File: config.mk
export PLATFORM = sky130hd
export DESIGN_NAME = virtual_host_flat
export DESIGN_NICKNAME = d
export VERILOG_FILES = /design/src/rtl/virtual_host_if.sv /design/src/rtl/virtual_host.sv /design/src/flat_wrapper.sv
export SDC_FILE = /design/constraint.sdc
export NUM_CORES = 1
export LEC_CHECK = 0
export CAP_MARGIN = 20
export CELL_PAD_IN_SITES_DETAIL_PLACEMENT = 0
export CELL_PAD_IN_SITES_GLOBAL_PLACEMENT = 1
export CORE_UTILIZATION = 45
export CTS_BUF_LIST = sky130_fd_sc_hd__clkbuf_8 sky130_fd_sc_hd__clkbuf_16
export DETAILED_ROUTE_END_ITERATION = 10
export PLACE_DENSITY_LB_ADDON = 0.1
export RECOVER_POWER = 100
export SLEW_MARGIN = 20
export SYNTH_ARGS = -nofsm -noshare
export SYNTH_HDL_FRONTEND = slang
export SYNTH_SLANG_ARGS = --single-unit
File: constraint.sdc
create_clock -name clk -period 6.15 [get_ports clk]
set_input_delay 1.23 -clock clk [delete_from_list [all_inputs] [get_ports clk]]
set_output_delay 1.23 -clock clk [all_outputs]
set_load 0.02 [all_outputs]
File: src/rtl/virtual_host_if.sv
// Cast/merge handshake bundle between a virtual host (master) and the network (slave).
// Global flit-format parameters are defined here when no other file has defined them.
`ifndef DW
`define DW 16
`endif
`ifndef HEAD
`define HEAD 2'b01
`endif
`ifndef BODY
`define BODY 2'b10
`endif
`ifndef TAIL
`define TAIL 2'b11
`endif

interface virtual_host_if;
  logic [`DW-1:0] cast_data_o;
  logic           cast_valid_o;
  logic           cast_ready_i;
  logic [`DW-1:0] merge_data_i;
  logic           merge_valid_i;
  logic           merge_ready_o;

  modport master (
    output cast_data_o, cast_valid_o, merge_ready_o,
    input  cast_ready_i, merge_data_i, merge_valid_i
  );

  modport slave (
    input  cast_data_o, cast_valid_o, merge_ready_o,
    output cast_ready_i, merge_data_i, merge_valid_i
  );
endinterface

File: src/rtl/virtual_host.sv
// Deadlock-test traffic endpoint: injects a deterministic packet stream on the cast port,
// sinks the merge port with optional periodic backpressure, and checks flit-type ordering.
`ifndef DW
`define DW 16
`endif
`ifndef HEAD
`define HEAD 2'b01
`endif
`ifndef BODY
`define BODY 2'b10
`endif
`ifndef TAIL
`define TAIL 2'b11
`endif

module virtual_host #(
  parameter int NUM_PKT         = 8,
  parameter int PKT_LEN         = 4,
  parameter int BASE            = 0,
  parameter int GAP             = 0,
  parameter int EXP_RX_FLITS    = 32,
  parameter int RX_STALL_PERIOD = 0,
  parameter int TIMEOUT         = 1024
) (
  input  logic             clk,
  input  logic             rst,
  input  logic             start,
  virtual_host_if.master   net,
  output logic             tx_done,
  output logic             rx_done,
  output logic [15:0]      rx_flits,
  output logic [`DW-3:0]   rx_checksum,
  output logic             proto_err,
  output logic             deadlock
);
  localparam int PW = `DW - 2;

  typedef enum logic [1:0] {IDLE, SEND, GAP_WAIT, DONE} state_t;

  state_t        state, state_next;
  logic [15:0]   pkt_idx, flit_idx, gap_cnt;
  logic          cast_hs, merge_hs, last_flit, last_pkt, gap_over;
  logic [1:0]    flit_type, rx_type;
  logic [PW-1:0] payload;
  logic [15:0]   flits_next;
  logic          type_err, in_pkt, armed;
  logic [31:0]   wd_cnt;

  assign cast_hs   = net.cast_valid_o & net.cast_ready_i;
  assign merge_hs  = net.merge_valid_i & net.merge_ready_o;
  assign last_flit = (int'(flit_idx) == PKT_LEN - 1);
  assign last_pkt  = (int'(pkt_idx) == NUM_PKT - 1);
  assign gap_over  = (int'(gap_cnt) >= GAP - 1);

  always_ff @(posedge clk or posedge rst) begin
    if (rst) state <= IDLE;
    else     state <= state_next;
  end

  always_comb begin
    state_next = state;
    case (state)
      IDLE:     if (start) state_next = SEND;
      SEND: begin
        if (cast_hs && last_flit) begin
          if (last_pkt)      state_next = DONE;
          else if (GAP == 0) state_next = SEND;
          else               state_next = GAP_WAIT;
        end
      end
      GAP_WAIT: if (gap_over) state_next = SEND;
      DONE:     state_next = DONE;
      default:  state_next = IDLE;
    endcase
  end

  always_ff @(posedge clk or posedge rst) begin
    if (rst) begin
      pkt_idx  <= '0;
      flit_idx <= '0;
      gap_cnt  <= '0;
    end else begin
      case (state)
        IDLE: begin
          if (start) begin
            pkt_idx  <= '0;
            flit_idx <= '0;
          end
        end
        SEND: begin
          if (cast_hs) begin
            gap_cnt <= '0;
            if (last_flit) begin
              pkt_idx  <= pkt_idx + 16'd1;
              flit_idx <= '0;
            end else begin
              flit_idx <= flit_idx + 16'd1;
            end
          end
        end
        GAP_WAIT: gap_cnt <= gap_cnt + 16'd1;
        default: ;
      endcase
    end
  end

  // Payload arithmetic is done at PW width so it wraps modulo 2^PW for free.
  assign flit_type        = (flit_idx == 16'd0) ? `HEAD : (last_flit ? `TAIL : `BODY);
  assign payload          = PW'(BASE) + PW'(pkt_idx) * PW'(PKT_LEN) + PW'(flit_idx);
  assign net.cast_valid_o = (state == SEND);
  assign net.cast_data_o  = (state == SEND) ? {flit_type, payload} : '0;
  assign tx_done          = (state == DONE);

  assign rx_type    = net.merge_data_i[`DW-1:`DW-2];
  assign flits_next = (rx_flits == 16'hFFFF) ? rx_flits : rx_flits + 16'd1;

  always_comb begin
    type_err = 1'b0;
    if (rx_type == `HEAD && in_pkt) type_err = 1'b1;
    if ((rx_type == `BODY || rx_type == `TAIL) && !in_pkt) type_err = 1'b1;
    if (rx_type != `HEAD && rx_type != `BODY && rx_type != `TAIL) type_err = 1'b1;
  end

  always_ff @(posedge clk or posedge rst) begin
    if (rst) begin
      rx_flits    <= '0;
      rx_checksum <= '0;
      rx_done     <= 1'b0;
      proto_err   <= 1'b0;
      in_pkt      <= 1'b0;
    end else if (merge_hs) begin
      rx_flits    <= flits_next;
      rx_checksum <= rx_checksum + net.merge_data_i[`DW-3:0];
      if (int'(flits_next) >= EXP_RX_FLITS) rx_done <= 1'b1;
      if (type_err) proto_err <= 1'b1;
      if (rx_type == `HEAD)      in_pkt <= 1'b1;
      else if (rx_type == `TAIL) in_pkt <= 1'b0;
    end
  end

  generate
    if (RX_STALL_PERIOD == 0) begin : g_no_stall
      assign net.merge_ready_o = 1'b1;
    end else begin : g_stall
      logic [31:0] stall_cnt;
      always_ff @(posedge clk or posedge rst) begin
        if (rst)                                          stall_cnt <= '0;
        else if (stall_cnt == 32'(RX_STALL_PERIOD - 1))   stall_cnt <= '0;
        else                                              stall_cnt <= stall_cnt + 32'd1;
      end
      assign net.merge_ready_o = (stall_cnt != 32'd0);
    end
  endgenerate

  // Watchdog arms on the accepted start and disarms once both directions have finished.
  always_ff @(posedge clk or posedge rst) begin
    if (rst) begin
      armed    <= 1'b0;
      wd_cnt   <= '0;
      deadlock <= 1'b0;
    end else begin
      if (state == IDLE && start)  armed <= 1'b1;
      else if (tx_done && rx_done) armed <= 1'b0;
      if (armed && !deadlock) begin
        if (cast_hs || merge_hs) begin
          wd_cnt <= '0;
        end else begin
          wd_cnt <= wd_cnt + 32'd1;
          if (wd_cnt + 32'd1 == 32'(TIMEOUT)) deadlock <= 1'b1;
        end
      end
    end
  end
endmodule

File: src/flat_wrapper.sv
// flat-port wrapper written by rule: the top's interface ports become plain ports
module virtual_host_flat 
#(
  parameter int NUM_PKT         = 8,
  parameter int PKT_LEN         = 4,
  parameter int BASE            = 0,
  parameter int GAP             = 0,
  parameter int EXP_RX_FLITS    = 32,
  parameter int RX_STALL_PERIOD = 0,
  parameter int TIMEOUT         = 1024
)
  (clk, rst, start, tx_done, rx_done, rx_flits, rx_checksum, proto_err, deadlock, net_cast_data_o, net_cast_valid_o, net_merge_ready_o, net_cast_ready_i, net_merge_data_i, net_merge_valid_i);
  virtual_host_if net_i ();
  input  logic clk;
  input  logic rst;
  input  logic start;
  output logic tx_done;
  output logic rx_done;
  output logic [15:0] rx_flits;
  output logic [`DW-3:0] rx_checksum;
  output logic proto_err;
  output logic deadlock;
  output wire logic [$bits(net_i.cast_data_o)-1:0] net_cast_data_o;
  output wire logic [$bits(net_i.cast_valid_o)-1:0] net_cast_valid_o;
  output wire logic [$bits(net_i.merge_ready_o)-1:0] net_merge_ready_o;
  input wire logic [$bits(net_i.cast_ready_i)-1:0] net_cast_ready_i;
  input wire logic [$bits(net_i.merge_data_i)-1:0] net_merge_data_i;
  input wire logic [$bits(net_i.merge_valid_i)-1:0] net_merge_valid_i;
  assign net_cast_data_o = net_i.cast_data_o;
  assign net_cast_valid_o = net_i.cast_valid_o;
  assign net_merge_ready_o = net_i.merge_ready_o;
  assign net_i.cast_ready_i = net_cast_ready_i;
  assign net_i.merge_data_i = net_merge_data_i;
  assign net_i.merge_valid_i = net_merge_valid_i;
  virtual_host #(.NUM_PKT(NUM_PKT), .PKT_LEN(PKT_LEN), .BASE(BASE), .GAP(GAP), .EXP_RX_FLITS(EXP_RX_FLITS), .RX_STALL_PERIOD(RX_STALL_PERIOD), .TIMEOUT(TIMEOUT)) u_core (.clk(clk), .rst(rst), .start(start), .net(net_i), .tx_done(tx_done), .rx_done(rx_done), .rx_flits(rx_flits), .rx_checksum(rx_checksum), .proto_err(proto_err), .deadlock(deadlock));
endmodule
==> results.py <==
metrics = {
    "run_status": {
        "outcome": "finished, violations left",
        "violations": "DRC, capacitance limit, slew limit",
    },
    "routing": {
        "num_vias": 6196,
        "wl_um": 16900,
        "via_per_inst": 6.02,
        "drc": 6,
        "ant_nets": 0,
        "drtPass1Iterations": 8,
        "avgRoutedWirePerCell_um": 16.4,
        "dr.first_iter.drc_count": 427,
    },
    "timing": {
        "finalCriticalPeriod_ns": 4.87,
        "relSlewSlack": -0.920,
        "fin_tns_setup_ns": 0,
        "worstMarginPinSlew_ns": 2.86,
        "rsz0062_at_grt": "no",
        "setup_viol": 0,
        "fmax_mhz": 205,
        "slew_viol_final": 77,
        "fin_hold_ws_ns": 0.472,
        "period_share": 0.792,
        "hold_viol": 0,
        "skew_ns": 0.00803,
    },
    "logic_synthesis": {
        "synthTopCellsByArea": "dfrtp_1, ha_1, o21ai_0",
        "synth_cells": 793,
        "synth_area_leader_cell": "dfrtp_1",
        "synth_top_area_share": 0.372,
        "yosys-top-cells-count": "dfrtp_1, nand2_1, o21ai_0",
        "yosysSeqAreaShare": 0.372,
        "yosysWarnings": 0,
        "ys_types": 69,
        "synth-edff-count": 0,
        "ys_seq_elements": 101,
        "syn-num-nets": 845,
        "syn_area_mm2": 0.00680,
        "async_reset_ff_frac": 1.00,
        "syn_avg_cell_area_um2": 8.58,
        "synth_flop_cell": "dfrtp_1",
        "synth_most_common_cell": "dfrtp_1",
    },
    "power_and_ir_drop": {
        "netSwitchingPower_mw": 0.947,
        "power.density_mw_per_mm2": 311,
        "comb_power_share": 0.413,
        "p_int_mw": 1.51,
        "max-vdd-ir-drop_uv": 219,
        "switching_share": 0.386,
        "total_leakage_power_nw": 3.34,
        "seqPwrFrac": 0.361,
        "p_clk_frac": 0.226,
    },
    "critical_path": {
        "max_stage_delay_ns": 0.69,
        "crit_family": "compound AO/OA/AOI/OAI gates",
        "rrSetupSlack_ns": 2.56,
        "crit_path_end_kind": "primary output",
        "worstPathArrival_ns": 3.64,
        "cp.required_ns": 4.92,
        "crit_path_start_kind": "register",
        "critPathLaunch": "u_core.flit_idx[2]",
        "critPathMaxFanout": 7,
        "rr_endpoint": "u_core.deadlock",
        "timing.rr.start": "u_core.state[1]",
        "path_buf_inv": 1,
        "path_cells": "ha_1 > fa_1 > a21o_1 > a21oi_1 > o21bai_1 > a2111o_1 > a41oi_1 > mux2i_1 > dlygate4sd3_1",
        "rr_worst_depth": 8,
        "crit_slowest_cell": "dlygate4sd3_1",
        "path_class": "register to primary output",
    },
    "cells_and_area": {
        "antenna_cells": 0,
        "area_growth_pct": 15.9,
        "layout-drive-gt1-share": 0.0497,
        "final_nets": 892,
        "final.fill_count": 1341,
        "design_area_mm2": 0.00789,
    },
    "cts": {
        "tritoncts": "built",
        "cts_resized": 0,
        "clk_latency_ns": 0.35,
        "post-cts-setup-buffers": 0,
        "cts-root-buf": "clkbuf_16",
        "cts_hold_buf": 0,
        "numCtsBuffers": 9,
        "cts.clk_slew.worst_paths_ns": 0.07,
        "cts.sinks": 101,
        "h-tree-depth": 3,
        "cts_buffer_depth": 2,
    },
    "floorplanning": {
        "die_h_um": 125,
        "die-area_mm2": 0.0156,
        "die_w_um": 125,
        "initial_core_util": 0.464,
        "ios": 73,
        "num_rows": 44,
        "core-area_mm2": 0.0146,
    },
    "placed_design": {
        "io_buffers": 71,
        "gp_congestion": 0.898,
        "post_dp_cell_area_mm2": 0.00763,
        "dpl.hpwl_um": 12000,
    },
    "min_path": {
        "holdCritStartpoint": "u_core.proto_err",
        "min_path_type": "register to register",
        "hold_depth": 1,
        "holdPathEnd": "u_core.proto_err",
    },
    "global_routing": {
        "track_usage": 0.224,
        "antenna_found_initial": 0,
        "overflow": 0,
        "grt_pass1_vias": 5899,
        "grt_max_degree": 64,
        "grt_pass1_wl_um": 28600,
    },
    "run": {
        "maxCapViolations": 2,
    },
}
routing by layer:
layer,vias to the layer above,routed length (µm),GRT usage
met3,20,681,0.0424
met1,3000,7840,0.294
met5,-,0,0
li1,3029,-,-
met2,147,8080,0.379
met4,0,295,0.0667
power by group through the flow:
stage,registers [mW],clock network (mW),logic (mW)
global route,0.906,0.602,1.12
CTS,0.889,0.576,1.07
finish,0.885,0.555,1.01
floorplan,0.958,0,0.613
global placement,0.895,0,1.04
detailed placement,0.902,0,1.06
layout by cell type, fill, tap and decap left out, drive strengths merged, types with 6 or more instances in the layout:
cell / instances
a211oi: 6
a21o: 12
a21oi: 46
a31oi: 14
and2: 9
and3: 16
and4: 8
clkbuf: 12
clkdlybuf4s50: 15
dfrtp: 101
dlygate4sd3: 56
ha: 29
inv: 28
mux2: 7
mux2i: 7
nand2: 79
nand2b: 7
nand3: 36
nand4: 28
nor2: 54
nor3: 25
nor4: 16
o21ai: 72
o31ai: 16
or2: 6
or3: 19
or4: 7
xnor2: 35
xor2: 16
logic make-up (layout without fill, tap and decap cells):
kind of cell | after synthesis | after routing | share of synthesized area
multiplexers | 14 | 14 | 0.0219
XOR/XNOR | 51 | 51 | 0.0657
buffers and inverters | 65 | 117 | 0.0375
adder cells (fa/ha/maj) | 31 | 31 | 0.0592
other | 1 | 1 | 0.000551
AO/OA/AOI/OAI | 209 | 209 | 0.192
flip-flops | 101 | 101 | 0.372
AND/OR/NAND/NOR | 321 | 321 | 0.251
per-stage QoR:
stage | util | worst slack [ns] | total power [mW] | instances
6_report | 0.539 | 1.28 | 2.45 | 1029
3_5_place_dp | 0.521 | 1.72 | 1.96 | 1013
4_1_cts | 0.540 | 1.32 | 2.53 | 1029
5_1_grt | 0.539 | 1.11 | 2.63 | 1029
2_1_floorplan | - | 2.27 | 1.57 | 793
3_3_place_gp | 0.521 | 1.83 | 1.93 | 1013
registers in the layout (all words and copies together), names as in the netlist:
signal              count
u_core.rx_done          1
u_core.in_pkt           1
u_core.pkt_idx         16
u_core.flit_idx        16
u_core.proto_err        1
u_core.wd_cnt          32
u_core.rx_flits        16
u_core.rx_checksum     14
u_core.deadlock         1
u_core.state            2
u_core.armed            1
cell type report:
type | count | area [µm²] | share of cell area
Multi-Input combinational cell | 627 | 4010 | 0.509
Sequential cell | 101 | 2530 | 0.320
Timing Repair Buffer | 76 | 737 | 0.0934
Tap cell | 184 | 230 | 0.0292
Clock buffer | 9 | 225 | 0.0286
Inverter | 25 | 95.1 | 0.0121
Clock inverter | 7 | 58.8 | 0.00746
worst max-delay path by stage:
stage / end / depth (start not counted)
global route: net_cast_data_o[12] / 9
finish: net_cast_data_o[12] / 9
floorplan: u_core.armed / 1
detailed placement: net_cast_data_o[12] / 9
global placement: net_cast_data_o[12] / 9
CTS: net_cast_data_o[12] / 9
Power figures use the tool's default switching activity.
